**src/rtl/disp_pkg.sv**
```systemverilog
// Shared definitions for the 4-digit 7-segment scan driver.
// Segment constants are active-low, ordered {g,f,e,d,c,b,a}.
package disp_pkg;

    localparam int unsigned DIG_W   = 4;
    localparam int unsigned NUM_DIG = 4;
    localparam int unsigned SEG_W   = 7;

    localparam logic [SEG_W-1:0] SEG_0    = 7'b1000000;
    localparam logic [SEG_W-1:0] SEG_1    = 7'b1111001;
    localparam logic [SEG_W-1:0] SEG_2    = 7'b0100100;
    localparam logic [SEG_W-1:0] SEG_3    = 7'b0110000;
    localparam logic [SEG_W-1:0] SEG_4    = 7'b0011001;
    localparam logic [SEG_W-1:0] SEG_5    = 7'b0010010;
    localparam logic [SEG_W-1:0] SEG_6    = 7'b0000010;
    localparam logic [SEG_W-1:0] SEG_7    = 7'b1111000;
    localparam logic [SEG_W-1:0] SEG_8    = 7'b0000000;
    localparam logic [SEG_W-1:0] SEG_9    = 7'b0010000;
    localparam logic [SEG_W-1:0] SEG_DASH = 7'b0111111;
    localparam logic [SEG_W-1:0] SEG_OFF  = 7'b1111111;

    typedef enum logic {
        GUARD = 1'b0,
        SHOW  = 1'b1
    } slot_state_t;

    // Registered display drive: anodes, segments, decimal point (all active-low).
    typedef struct packed {
        logic [NUM_DIG-1:0] an;
        logic [SEG_W-1:0]   seg;
        logic               dp;
    } disp_out_t;

    localparam disp_out_t DISP_BLANK = '{an: 4'hF, seg: SEG_OFF, dp: 1'b1};

endpackage

```
**src/rtl/bcd_to_seg.sv**
```systemverilog
// Combinational BCD to 7-segment decoder; values above 9 show a dash.
// Ports:
//   bcd   in  4  BCD nibble
//   seg_c out 7  active-low segments {g,f,e,d,c,b,a}
module bcd_to_seg
    import disp_pkg::*;
(
    input  logic [DIG_W-1:0] bcd,
    output logic [SEG_W-1:0] seg_c
);

    always_comb begin
        seg_c = SEG_DASH;
        case (bcd)
            4'd0:    seg_c = SEG_0;
            4'd1:    seg_c = SEG_1;
            4'd2:    seg_c = SEG_2;
            4'd3:    seg_c = SEG_3;
            4'd4:    seg_c = SEG_4;
            4'd5:    seg_c = SEG_5;
            4'd6:    seg_c = SEG_6;
            4'd7:    seg_c = SEG_7;
            4'd8:    seg_c = SEG_8;
            4'd9:    seg_c = SEG_9;
            default: seg_c = SEG_DASH;
        endcase
    end

endmodule

```
**src/rtl/digit_display_scan.sv**
```systemverilog
// Time-multiplexed 4-digit 7-segment driver for the MM:SS display.
// Incoming digits are held in a shadow register that only updates on frame
// wrap, so a frame never mixes old and new digits.
// Optional feature: define DISP_BLINK_EN to enable per-digit blinking.
// Ports:
//   clk, rst_n    clock, async active-low reset
//   digits        in  16  BCD {d3,d2,d1,d0}, d0 = seconds units
//   digits_valid  in  1   capture strobe for digits
//   blink_sel     in  4   per-digit blink request (ignored without DISP_BLINK_EN)
//   an            out 4   anode enables, active-low
//   seg           out 7   segments {g,f,e,d,c,b,a}, active-low
//   dp            out 1   decimal point, active-low, lit on digit 2
//   frame_start   out 1   pulse in the cycle after slot 3 -> 0 wrap
module digit_display_scan
    import disp_pkg::*;
#(
    parameter int unsigned SCAN_DIV  = 1000,
    parameter int unsigned GUARD_CYC = 2,
    parameter int unsigned BLINK_DIV = 64
) (
    input  logic                     clk,
    input  logic                     rst_n,
    input  logic [NUM_DIG*DIG_W-1:0] digits,
    input  logic                     digits_valid,
    input  logic [NUM_DIG-1:0]       blink_sel,
    output logic [NUM_DIG-1:0]       an,
    output logic [SEG_W-1:0]         seg,
    output logic                     dp,
    output logic                     frame_start
);

    localparam int unsigned PW = $clog2(SCAN_DIV);
    localparam int unsigned DW = NUM_DIG * DIG_W;
    localparam slot_state_t STATE_RST = (GUARD_CYC > 0) ? GUARD : SHOW;

    logic [PW-1:0]    pcnt;
    logic [PW-1:0]    pcnt_nxt;
    logic [1:0]       idx;
    logic             tick;
    logic             wrap;
    slot_state_t      state_q;
    slot_state_t      state_nxt;
    logic [DW-1:0]    shadow;
    logic [DW-1:0]    pend_data;
    logic             pend;
    logic             blank;
    logic [DIG_W-1:0] nib;
    logic [SEG_W-1:0] dec_seg;
    disp_out_t        out_nxt;
    disp_out_t        out_q;

    assign tick = (pcnt == PW'(SCAN_DIV - 1));
    assign wrap = tick && (idx == 2'd3);

    // Prescaler and slot index.
    always_ff @(posedge clk or negedge rst_n) begin
        if (!rst_n) begin
            pcnt <= '0;
            idx  <= 2'd0;
        end else begin
            pcnt <= pcnt_nxt;
            if (tick) begin
                idx <= idx + 2'd1;
            end
        end
    end

    // Capture and frame-aligned shadow update; a strobe in the wrap cycle bypasses pend.
    always_ff @(posedge clk or negedge rst_n) begin
        if (!rst_n) begin
            shadow    <= '0;
            pend_data <= '0;
            pend      <= 1'b0;
        end else if (wrap) begin
            pend <= 1'b0;
            if (digits_valid) begin
                shadow <= digits;
            end else if (pend) begin
                shadow <= pend_data;
            end
        end else if (digits_valid) begin
            pend      <= 1'b1;
            pend_data <= digits;
        end
    end

`ifdef DISP_BLINK_EN
    localparam int unsigned BW = (BLINK_DIV > 1) ? $clog2(BLINK_DIV) : 1;

    logic [BW-1:0] bcnt;
    logic          bphase;

    // Blink phase toggles every BLINK_DIV frames.
    always_ff @(posedge clk or negedge rst_n) begin
        if (!rst_n) begin
            bcnt   <= '0;
            bphase <= 1'b0;
        end else if (wrap) begin
            if (bcnt == BW'(BLINK_DIV - 1)) begin
                bcnt   <= '0;
                bphase <= ~bphase;
            end else begin
                bcnt <= bcnt + BW'(1);
            end
        end
    end

    assign blank = bphase && blink_sel[idx];
`else
    logic blink_unused;

    assign blink_unused = ^blink_sel;
    assign blank        = 1'b0;
`endif

    assign nib = shadow[{idx, 2'b00} +: DIG_W];

    bcd_to_seg u_dec (
        .bcd   (nib),
        .seg_c (dec_seg)
    );

    // Slot state register.
    always_ff @(posedge clk or negedge rst_n) begin
        if (!rst_n) begin
            state_q <= STATE_RST;
        end else begin
            state_q <= state_nxt;
        end
    end

    // Next slot state and display drive for the current slot.
    always_comb begin
        pcnt_nxt  = tick ? '0 : pcnt + PW'(1);
        state_nxt = (pcnt_nxt < PW'(GUARD_CYC)) ? GUARD : SHOW;
        out_nxt   = DISP_BLANK;
        case (state_q)
            GUARD: out_nxt = DISP_BLANK;
            SHOW: begin
                out_nxt.an  = blank ? 4'hF : ~(4'b0001 << idx);
                out_nxt.seg = dec_seg;
                out_nxt.dp  = (idx != 2'd2);
            end
            default: out_nxt = DISP_BLANK;
        endcase
    end

    // Output registers.
    always_ff @(posedge clk or negedge rst_n) begin
        if (!rst_n) begin
            out_q       <= DISP_BLANK;
            frame_start <= 1'b0;
        end else begin
            out_q       <= out_nxt;
            frame_start <= wrap;
        end
    end

    assign an  = out_q.an;
    assign seg = out_q.seg;
    assign dp  = out_q.dp;

endmodule

```
**config.mk**
```make
export PLATFORM = sky130hd
export DESIGN_NAME = digit_display_scan
export DESIGN_NICKNAME = d
export VERILOG_FILES = /design/src/rtl/disp_pkg.sv /design/src/rtl/bcd_to_seg.sv /design/src/rtl/digit_display_scan.sv
export SDC_FILE = /design/constraint.sdc
export NUM_CORES = 1
export LEC_CHECK = 0
export CORE_ASPECT_RATIO = 0.6
export CORE_MARGIN = 2
export CORE_UTILIZATION = 45
export CTS_BUF_LIST = sky130_fd_sc_hd__clkbuf_4 sky130_fd_sc_hd__clkbuf_8
export CTS_CLUSTER_SIZE = 16
export DETAILED_ROUTE_END_ITERATION = 8
export GPL_TIMING_DRIVEN = 0
export PLACE_DENSITY = 0.7
export RECOVER_POWER = 50
export SLEW_MARGIN = 0
export SYNTH_ARGS = -nofsm -noshare
export SYNTH_HDL_FRONTEND = slang
export SYNTH_SLANG_ARGS = --single-unit
```
**constraint.sdc**
```tcl
create_clock -name clk -period 1.83 [get_ports clk]
set_clock_uncertainty 0.05 [all_clocks]
set_input_delay 0.183 -clock clk [delete_from_list [all_inputs] [get_ports clk]]
set_output_delay 0.183 -clock clk [all_outputs]
set_load 0.1 [all_outputs]
```
==> results of run 1 <==
[cells by family (layout without fill, tap and decap cells)]
group | after synthesis | after routing | share of synthesized area
flip-flops | 58 | 58 | 0.531
adder cells (fa/ha/maj) | 10 | 10 | 0.0454
AND/OR/NAND/NOR | 58 | 58 | 0.113
buffers and inverters | 24 | 91 | 0.0426
AO/OA/AOI/OAI | 34 | 34 | 0.0685
XOR/XNOR | 7 | 7 | 0.0222
multiplexers | 38 | 38 | 0.177
[through the flow]
step / std cells / hold WS, ns / power (mW) / worst slack, ns / utilization
5_1_grt: 380 / 0.427 / 2.90 / -0.105 / 0.619
3_3_place_gp: 343 / 0.406 / 1.53 / -1.26 / 0.529
2_1_floorplan: 229 / -0.163 / 1.45 / -0.0247 / -
3_5_place_dp: 344 / 0.234 / 1.54 / -0.283 / 0.531
6_report: 380 / 0.353 / 2.78 / -0.0126 / 0.619
4_1_cts: 376 / 0.324 / 2.82 / 0.00224 / 0.599
[where the power goes]
part	leakage [nW]	switching, mW	internal, mW
Combinational	0.851	0.0778	0.104
Clock	0.114	0.493	0.769
Sequential	0.706	0.0188	1.32
Total	1.67	0.589	2.19
[cell usage after synthesis (2+ instances only)]
library cell	count	area, sq um
a21oi_1	2	10.0
buf_2	4	20.0
buf_4	2	15.0
buf_6	2	22.5
clkbuf_1	6	22.5
dfrtp_1	47	1180
dfstp_2	11	289
ha_1	10	125
inv_1	10	37.5
mux2_2	6	67.6
mux2_4	10	150
mux2i_1	18	180
mux4_2	4	90.1
nand2_1	26	97.6
nand3_1	7	35.0
nor2_1	10	37.5
o21ai_0	26	130
xnor2_1	3	26.3
xor2_1	4	35.0
[sequential cells by signal, summed over array words and instances (netlist names)]
register     flops
an               4
frame_start      1
idx              2
pcnt            10
pend             1
pend_data       16
seg              7
shadow          16
state_q          1
[worst max-delay path: cells and delay by family, from the launching register on]
kind                   cells  cell delay (ns)
multiplexers               1             0.30
AND/OR/NAND/NOR            4             0.78
flip-flops                 1             0.45
buffers and inverters      1             0.15
[area by class of cell]
cell class                      instances  area (sq um)  area share
Clock buffer                           14           180      0.0483
Timing Repair Buffer                   55           519       0.139
Multi-Input combinational cell        147          1290       0.345
Tap cell                               84           105      0.0282
Inverter                               10          37.5      0.0101
Sequential cell                        58          1470       0.394
Buffer                                 10          98.8      0.0265
Clock inverter                          2          35.0     0.00939
[repair_timing]
item	4_1_cts	5_1_grt
endpoints found under the setup margin	52	40
resized for setup	64	63
endpoints found under the hold margin	31	0
pin swaps	3	19
buffers inserted	14	5
hold buffers	1	0
cloned	4	0
[routing by layer]
metal / global-route usage / vias to the layer above
met5: 0 / -
met4: 0.0700 / 0
met3: 0.0654 / 10
met2: 0.249 / 44
met1: 0.250 / 929
li1: - / 919
[worst max-delay path by stage]
stage | from | end | slack (ns)
final | pcnt[4]$_DFF_PN0_ | pend_data[3]$_DFFE_PN0P_ | -0.01
after global routing | pcnt[4]$_DFF_PN0_ | pend_data[12]$_DFFE_PN0P_ | -0.11
after CTS | idx[0]$_DFFE_PN0N_ | seg[3]$_DFF_PN1_ | 0.002
after detailed placement | pcnt[0]$_DFF_PN0_ | shadow[13]$_DFFE_PN0P_ | -0.28
after global placement | rst_n | idx[1]$_DFFE_PN0N_ | -1.26
after floorplan | pcnt[0]$_DFF_PN0_ | pend_data[0]$_DFFE_PN0P_ | -0.02
[cells in the final DEF (no fill, tap or decap), types with 4 or more instances in the layout]
master           synthesis  final
mux4_2                   4      4
mux2_4                  10     10
dfstp_2                 11     11
ha_1                    10      9
xor2_1                   4      4
o21ai_2                  0      7
buf_8                    0      6
nor2_1                  10     10
clkdlybuf4s15_2          0     11
dfrtp_1                 47     43
o21ai_0                 26      5
dfrtp_2                  0      4
buf_6                    2      5
nand2_2                  0     13
nand3_1                  7      7
nand2_1                 26     10
mux2_2                   6      6
buf_4                    2     18
mux2i_1                 18     18
inv_1                   10      7
o21ai_1                  0     14
clkbuf_8                 0     12
clkdlybuf4s50_1          0     16
==> flow_summary.yaml, run 1 <==
sta:
  layout_setup_ws_ns: -0.0126
  maxSlewHeadroom: 0.367
  rsz0062_at_grt: "true"
  min_period_over_period: 1.01
  period_needed_ns: 1.84
  timing.setup.tns_ns: -0.0691
  setup_viol: 10
  max_freq_mhz: 543
  maxSlewViolCount: 0
  tightest_slew_ns: 0.953
  final-hold-violation-count: 0
cts:
  cts.sinks: 58
  path_clk_slew_ns: 0.06
  numCtsBuffers: 9
  cts_tree: "yes"
  clk_path_buf_depth: 2
  worstSkewPairLatency_ns: 0.34
  htreeDepth: 3
  cts_root_buf: "clkbuf_8"
setup_path:
  setup.worst_path.start_class: "flip-flop"
  rr_endpoint: "pend_data[3]$_DFFE_PN0P_"
  cp_slowest_stage_delay_ns: 0.45
  arrival_ns: 2.02
  end_kind: "flip-flop"
  crit_type: "flip-flop to flip-flop"
  reg2reg_depth: 6
  r2r_start: "pcnt[4]$_DFF_PN0_"
  critPathSlowestCell: "dfrtp_2"
  worstPathMaxFanout: 8
  crit_chain: "nand4bb_4 -> nor4_4 -> and2_4 -> nor2b_4 -> buf_8 -> mux2_4"
  crit_required_ns: 2.01
  rrSetupSlack_ns: -0.01
yosys:
  async_flop_share: 1.00
  synth_seq_cells: 58
  synth_edf_count: 0
  syn_avg_cell_area_sq_um: 12.0
  netlist_instances: 229
  synth_area_sq_um: 2760
  ys_types: 40
  synthFlopType: "dfrtp_1"
  yosysWarnings: 0
  ys_seq_area_frac: 0.531
  synth_nets: 262
worst_hold_path:
  min_path_type: "primary input to flip-flop"
  hold_path.startpoint: "digits_valid"
  holdPathStages: 3
  whs_endpoint: "pend$_DFFE_PN0P_"
grt:
  grt_pass1_vias: 1819
  grt_first_pass_wirelength_microns: 8950
  gr-total-overflow: 0
  antenna_found_initial: 0
  grt_max_degree: 33
  grt_usage: 0.178
power_and_ir_drop:
  p_per_area_nw_per_um2: 745
  leakagePower_nw: 1.67
  ir_drop_v: 0.000522
final_layout:
  fill_cells: 487
  syn2layout_area_growth_pct: 35.3
  design_area_sq_um: 3730
  drive_gt1_frac: 0.439
  antennaDiodeCount: 0
  num-nets-final: 324
route:
  top_layer_used: "met4"
  wl_met2_microns: 2430
  vias_per_cell: 5.01
  dr_wl_met3_microns: 269
  num_vias: 1902
  wl_met1_microns: 2770
  drt_iter0_drc: 83
  detail-route-antenna-nets: 0
  drt_wl_total_microns: 5560
  wl_per_cell_microns: 14.6
  drc_errors: 0
  drt_pre_antenna_iters: 6
status:
  status: "complete, but fails checks"
  violations: "negative setup slack"
floorplanning:
  rows: 22
  dieArea_sq_um: 6790
  design.core.area_sq_um: 6030
  die_w_microns: 105
  fp.dieH_microns: 64.6
  start_util: 0.457
  io-pin-count: 36
place:
  dp_hpwl_microns: 3530
  routabilityCongestion: 0.797
  placed_area_sq_um: 3200
  portBuffers: 30
job:
  maxCapViolCount: 0
(Power assumes the default switching activity.)
==> run 2: changes to the inputs <==
Settings changed: CORE_ASPECT_RATIO 0.6 to 0.9, CORE_MARGIN 2 to 8.
==> run 2 against run 1 <==
Against the previous run: final cell count fell by 4.2%; critical endpoint is now seg[6]$_DFF_PN1_; register-to-register slack improved by 0.06 ns; power rose by 7.8%; clock-buffer cell count fell by 3; final area fell by 1.3%; critical path type unchanged; critical path depth rose by 2; via count fell by 0.79%; the run now ends clean; utilization fell by 0.64 points; sequential share of layout area rose by 0.44 points; clock power rose by 17%; highest routed layer unchanged; die area rose by 31%.
==> flow_summary.yaml, run 2 (synthesis results as in run 1) <==
status:
  status: "finished, final reports clean"
sta:
  layout_setup_ws_ns: 0.0461
  maxSlewViolCount: 0
  max_freq_mhz: 561
  tightest_slew_ns: 1.18
  min_period_over_period: 0.975
  timing.setup.tns_ns: 0
  setup_viol: 0
  maxSlewHeadroom: 0.213
  period_needed_ns: 1.78
  final-hold-violation-count: 0
final_layout:
  design_area_sq_um: 3680
  seqCellArea_sq_um: 1470
  final_cell_mix: "dfrtp_1 (45), nand2_1 (24), buf_4 (18), mux2i_1 (18), clkdlybuf4s50_1 (16)"
  multi_input_area_sq_um: 1230
  num-nets-final: 320
  fill_cells: 497
  final_common_cell: "dfrtp_1"
  drive_gt1_frac: 0.360
  reg_top3: "pend_data x16, shadow x16, pcnt x10"
  fin_util: 0.613
  antennaDiodeCount: 0
  syn2layout_area_growth_pct: 33.6
place:
  routabilityCongestion: 0.787
  portBuffers: 30
  place_ws_ns: -0.216
  placed_area_sq_um: 3190
  dp_hpwl_microns: 3540
route:
  drt_iter0_drc: 80
  wl_per_cell_microns: 15.8
  drt_pre_antenna_iters: 5
  num_vias: 1887
  vias_per_cell: 5.18
  drt_wl_total_microns: 5740
  detail-route-antenna-nets: 0
  drc_errors: 0
setup_path:
  crit_type: "flip-flop to flip-flop"
  end_kind: "flip-flop"
  crit_required_ns: 2.04
  crit_chain: "buf_8 -> mux4_2 -> buf_6 -> ha_1 -> inv_1 -> a21oi_2 -> o21ai_1 -> nand2_1"
  critPathSlowestCell: "mux4_2"
  critPathTopFamily: "multiplexers"
  path_buf_inv: 3
  setup.worst_path.start_class: "flip-flop"
  arrival_ns: 1.99
  cp_slowest_stage_delay_ns: 0.54
  worstPathMaxFanout: 5
grt:
  gr-total-overflow: 0
  grt_max_degree: 39
  grt_pass1_vias: 1940
  grt_first_pass_wirelength_microns: 9380
  antenna_found_initial: 0
  grt_usage: 0.134
cts:
  clk_path_buf_depth: 2
  cts_tree: "yes"
  worstSkewPairLatency_ns: 0.34
  numCtsBuffers: 9
  cts.sinks: 58
  htreeDepth: 3
  path_clk_slew_ns: 0.06
  cts_root_buf: "clkbuf_8"
power_and_ir_drop:
  p_per_area_nw_per_um2: 814
  p_sw_uw: 598
  ir_drop_v: 0.000716
  clkPwrFrac: 0.492
  leakagePower_nw: 1.66
  p_int_mw: 2.40
  seq_power_share: 0.446
  switching_share: 0.199
  p_comb_frac: 0.062
floorplanning:
  fp.dieH_microns: 90.3
  design.core.area_sq_um: 6010
  die_w_microns: 98.5
  rows: 27
  start_util: 0.459
  dieArea_sq_um: 8890
  io-pin-count: 36
worst_hold_path:
  min_path_type: "primary input to flip-flop"
job:
  maxCapViolCount: 0
-- run 2: routing by layer --
metal / track usage / wire [microns] / part of all wire / vias up
met5: 0 / 0 / 0 / -
met4: 0.0690 / 109 / 0.019 / 0
met3: 0.0532 / 300 / 0.052 / 10
met2: 0.208 / 2810 / 0.49 / 47
met1: 0.158 / 2520 / 0.44 / 920
li1: - / - / - / 910
-- run 2: power by group through the flow --
stage / logic (mW) / clock network, mW / registers (mW)
after CTS: 0.185 / 1.50 / 1.34
final: 0.187 / 1.47 / 1.34
after global placement: 0.175 / 0 / 1.36
after detailed placement: 0.182 / 0 / 1.36
after global routing: 0.206 / 1.56 / 1.34
after floorplan: 0.0959 / 0 / 1.35
-- run 2: final cells by class --
class,instances,share of cell area
Buffer,10,0.0265
Clock inverter,5,0.0272
Tap cell,72,0.0244
Sequential cell,58,0.398
Timing Repair Buffer,51,0.137
Inverter,10,0.0102
Multi-Input combinational cell,147,0.335
Clock buffer,11,0.0411
-- run 2: final timing paths --
check                                       start                        end  slack, ns  depth (start not counted)
max                            idx[0]$_DFFE_PN0N_           seg[6]$_DFF_PN1_       0.05                          8
min                                  digits_valid           pend$_DFFE_PN0P_       0.40                          3
max reg2reg                    idx[0]$_DFFE_PN0N_           seg[6]$_DFF_PN1_       0.05                          8
min reg2reg                shadow[14]$_DFFE_PN0P_     shadow[14]$_DFFE_PN0P_       0.43                          2
max in group asynchronous                   rst_n           seg[1]$_DFF_PN1_       0.33                          3
min in group asynchronous                   rst_n  pend_data[14]$_DFFE_PN0P_       0.55                          2
-- run 2: per-stage QoR --
stage / std cells / power (mW) / hold slack [ns]
floorplan: 229 / 1.45 / -0.163
global placement: 331 / 1.53 / 0.407
CTS: 359 / 3.02 / 0.290
finish: 364 / 3.00 / 0.405
detailed placement: 332 / 1.54 / 0.125
global route: 364 / 3.11 / 0.417
-- run 2: worst register-to-register path: cells and delay by family (launching register included) --
| kind | cells | cell delay (ns) |
|---|---|---|
| fa+ha+maj | 1 | 0.18 |
| buf+inv | 3 | 0.36 |
| simple gates | 1 | 0.07 |
| flops | 1 | 0.39 |
| mux | 1 | 0.54 |
| compound gates | 2 | 0.13 |
-- run 2: timing repair --
item	CTS	global route
setup endpoints to repair	50	39
hold endpoints to repair	20	0
gates resized for setup	58	28
pin swaps	3	3
hold buffers	1	0
gates cloned	1	1
buffers inserted	12	5
==> RTL edit 1 (settings of run 2) <==
The parameter `SCAN_DIV` goes from 1000 to 250.
--- a/src/rtl/digit_display_scan.sv
+++ b/src/rtl/digit_display_scan.sv
@@ -14,7 +14,7 @@
 module digit_display_scan
     import disp_pkg::*;
 #(
-    parameter int unsigned SCAN_DIV  = 1000,
+    parameter int unsigned SCAN_DIV  = 250,
     parameter int unsigned GUARD_CYC = 2,
     parameter int unsigned BLINK_DIV = 64
 ) (
Behaviour: no difference found for any inputs over 10 cycles, from zero or initial values and one cycle with rst_n low; that may be too few to reach the edited logic, so the function may still have changed.
==> RTL edit 1 against run 2 <==
The run now ends with negative setup slack left. Setup slack worse by 0.092 ns. Total power is 28% lower. Routed wire length is 12% lower. Die area is 2.9% lower. Design area is 9.3% lower. Sequential power is 4% lower. Synthesized area is 3.5% lower. Sequential cell count is 2 lower. Global-route usage is 1.5 points lower. Count of clock-buffer cells in the layout is 4 lower. Highest routed layer unchanged.
==> RTL edit 1: results (changes against run 2) <==
[sta]
whs_ns=0.239  ; was 0.405 ns
tightest_slew_ns=0.956  ; was 1.18 ns
fin_ws_ns=-0.0463  ; was 0.0461 ns
tns_ns=-0.218  ; was 0 ns
finalSetupViolCount=5  ; was 0

[global_route]
grt_max_degree=31  ; was 39
grtUsageTotal=0.120  ; was 0.134
grt_pass1_vias=1819  ; was 1940
grt_use_met1=0.149  ; was 0.158

[power_and_ir_drop]
seqPwrFrac=0.596  ; was 0.446
p_leak_nw=1.54  ; was 1.66 nW
switchingPower_mw=0.476  ; was 0.598 mW
power_density_nw_per_um2=647  ; was 814 nW/um^2

[routing]
wl_met3_um=246  ; was 300 um
drt-vias-per-instance=5.21  ; was 5.18
wl_met2_um=2410  ; was 2810 um
first_pass_iters=4  ; was 5
drt_wl_total_um=5070  ; was 5740 um
drt_iter0_drc=71  ; was 80

[critical_path]
r2r_start=pcnt[1]  ; was idx[0]
arrival_ns=2.02  ; was 1.99 ns
critPathSlowestCell=dfrtp_1  ; was mux4_2
critPathMaxStageDelay_ns=0.43  ; was 0.54 ns
cp-endpoint=pend_data[1]  ; was seg[6]
ff2ff_path_depth=9  ; was 8

[clock_network]
cts.reportedPaths.clkPinSlew_ns=0.10  ; was 0.06 ns
htreeDepth=2  ; was 3
cts-resized-gates=52  ; was 58

[placement]
dp_cells=324  ; was 332
placed_area_um2=3060  ; was 3190 um^2
gp_congestion=0.782  ; was 0.787

[final_layout]
drive_above_1_share=0.326  ; was 0.360
fin_nets=309  ; was 320
nFillCells=499  ; was 497

[synth]
synth_common_cells=45 x dfrtp_1, 30 x nand2_1, 20 x mux2i_1  ; was 47 x dfrtp_1, 26 x nand2_1, 26 x o21ai_0
synthCells=223  ; was 229
synth_compound_area_frac=0.0691  ; was 0.0685
synth-xor-area-share=0.0132  ; was 0.0222
yosysSeqAreaShare=0.532  ; was 0.531

[outcome]
run_status=complete, but fails checks  ; was finished, final reports clean
failed_checks=negative setup slack

RTL edit 1: cell count changes in the layout (fill, tap and decap cells not counted), moves of 3 or more:
cell,before,now
nand2_1,24,30
nor2_1,10,14
clkbuf_8,12,5
bufinv_16,3,0
a21oi_1,1,6
nand3_1,7,1
buf_8,3,0
inv_1,8,4
RTL edit 1: final cells by class:
type,count,share of cell area
Multi-Input combinational cell,149,0.355
Tap cell,70,0.0262
Clock buffer,7,0.0251
Inverter,6,0.00674
Clock inverter,1,0.00262
Timing Repair Buffer,46,0.131
Sequential cell,56,0.424
Buffer,11,0.0292
RTL edit 1: worst reg2reg max path, delay by kind of cell, from the launching register on:
kind                       cells  cell delay, ns
buffers and inverters          3            0.36
and+or+nand+nor                4            0.50
muxes                          1            0.29
DFF                            1            0.43
adders and majority gates      1            0.14
==> RTL edit 2 (settings of run 2) <==
Without the edit above. Put a register stage on the output `an`. The value now appears one clock later. The other outputs are not delayed to match.
--- a/src/rtl/digit_display_scan.sv
+++ b/src/rtl/digit_display_scan.sv
@@ -32,6 +32,8 @@
     localparam int unsigned PW = $clog2(SCAN_DIV);
     localparam int unsigned DW = NUM_DIG * DIG_W;
     localparam slot_state_t STATE_RST = (GUARD_CYC > 0) ? GUARD : SHOW;
+
+    logic [NUM_DIG-1:0] an_d;
 
     logic [PW-1:0]    pcnt;
     logic [PW-1:0]    pcnt_nxt;
@@ -156,9 +158,13 @@
         end
     end
 
-    assign an  = out_q.an;
+    assign an_d = out_q.an;
     assign seg = out_q.seg;
     assign dp  = out_q.dp;
 
+    always_ff @(posedge clk) begin
+        an <= an_d;
+    end
+
 endmodule
 
Formal check against the unedited RTL: not equivalent (Yosys sat finds a counterexample within 4 cycles, from zero or initial values and one cycle with rst_n low).
==> RTL edit 2 against run 2 <==
The flow now finishes with violations (negative setup slack). Synthesized area is 2.6% higher. Die area rose by 2.2%. Sequential cell count increased by 4. Routed wire length rose by 10%. Combinational power increased by 9%. Global-route usage rose by 0.16 points. Total power up 1.8%. Largest power group is now sequential cells. Setup slack got worse by 0.093 ns. Non-clock buffer count up 9. Critical path type unchanged. Count of clock-buffer cells in the layout rose by 2. Synthesized cell count increased by 1.3%. Design area rose by 8.2%.
==> RTL edit 2: results (changes against run 2) <==
[routing]
first_pass_iters=4  ; was 5
wl_per_cell_um=16.2  ; was 15.8 um
drt_iter0_drc=83  ; was 80

[placement]
placed_area_um2=3280  ; was 3190 um^2
dp_cells=350  ; was 332
dp_hpwl_um=3660  ; was 3540 um

[sta]
fin_ws_ns=-0.0468  ; was 0.0461 ns
tightest_slew_ns=1.21  ; was 1.18 ns
tns_ns=-0.277  ; was 0 ns
finalSetupViolCount=17  ; was 0
whs_ns=0.346  ; was 0.405 ns

[global_route]
grt_pass1_wl_um=9620  ; was 9380 um
grt_pass1_vias=2018  ; was 1940
grt_max_degree=38  ; was 39
grtUsageTotal=0.136  ; was 0.134

[final_layout]
nFillCells=445  ; was 497
fin_nets=333  ; was 320
drive_above_1_share=0.446  ; was 0.360
stdcell_count=392  ; was 364

[outcome]
run_status=complete, but fails checks  ; was finished, final reports clean
failed_checks=negative setup slack

[critical_path]
critPathMaxStageDelay_ns=0.41  ; was 0.54 ns
cp_top_family=simple AND/OR/NAND/NOR gates  ; was multiplexers
arrival_ns=2.05  ; was 1.99 ns
critPathSlowestCell=dfrtp_2  ; was mux4_2

[synth]
synthArstFlopShare=0.935  ; was 1.00
yosysSeqAreaShare=0.546  ; was 0.531
synth_nets=265  ; was 262
synth_ff_type=dfrtp_1  ; unchanged
syn_area_per_cell_um2=12.2  ; was 12.0 um^2
synth_area_leaders=dfrtp_1 42%, dfstp_2 10%, mux2i_1 6.4%  ; was dfrtp_1 43%, dfstp_2 10%, mux2i_1 6.5%
ys_types=41  ; was 40

[power_and_ir_drop]
p_leak_nw=1.76  ; was 1.66 nW
irDropWorstVdd_uv=365  ; was 716 uV

[min_path]
hold_class=register to register  ; was primary input to register

==> RTL edit 2: per-stage QoR <==
step | worst slack [ns] | util
6_report | -0.0468 | 0.652
5_1_grt | -0.114 | 0.652
4_1_cts | -0.102 | 0.617
3_5_place_dp | -0.230 | 0.536
3_3_place_gp | -1.25 | 0.534
2_1_floorplan | -0.0247 | -
==> RTL edit 2: logic make-up after synthesis <==
logic type	Yosys count	synth area share
flip-flops	62	0.546
AND/OR/NAND/NOR	58	0.110
adder cells (fa/ha/maj)	10	0.0442
AO/OA/AOI/OAI	34	0.0668
multiplexers	38	0.172
buffers and inverters	23	0.0389
XOR/XNOR	7	0.0217
==> RTL edit 2: layer usage <==
metal  routed length [um]  track usage  share of wire  vias to the layer above
met1                 2760        0.164           0.44                      962
met3                  367       0.0420          0.058                       16
li1                     -            -              -                      933
met2                 3010        0.206           0.47                       59
met4                  197       0.0919          0.031                        0
met5                    0            0              0                        -
==> RTL edit 2: worst paths after layout <==
path / startpoint / endpoint / cells after the start
max: pcnt[1] / pend_data[14] / 8
min: an_d[0] / an[0] / 0
max reg2reg: pcnt[1] / pend_data[14] / 8
min reg2reg: an_d[0] / an[0] / 0
max in group asynchronous: rst_n / pcnt[4] / 2
min in group asynchronous: rst_n / pcnt[2] / 2
==> RTL edit 2: repair_timing <==
item | 4_1_cts | 5_1_grt
endpoints found under the setup margin | 46 | 38
pin swaps | 3 | 22
resized for setup | 65 | 70
hold buffers | 1 | 0
endpoints found under the hold margin | 10 | 0
setup buffers | 17 | 11
cloned | 3 | 1
==> RTL edit 2: report_power, final <==
part           switching (mW)  internal [mW]
logic                  0.0859          0.117
registers              0.0190           1.41
clock network           0.532          0.892
==> RTL edit 2: final cells by class <==
cell class,instances,area [um^2],area share
repair buffers,63,599,0.150
plain buffers,7,85.1,0.0213
multi-input cells,147,1360,0.342
clock buffers,13,173,0.0433
flip-flops and latches,62,1550,0.389
well taps,87,109,0.0273
inverters,10,42.5,0.0107
clock inverters,3,65.1,0.0163
==> RTL edit 2: worst register-to-register path, cell delays in order, from the launching register on <==
cell and delay [ns]:
dfrtp_2 0.41, ha_4 0.18, nand3_4 0.10, nor4_4 0.24, and2_4 0.20, nor2b_4 0.06, buf_6 0.13, buf_6 0.11
mux2_4 0.28
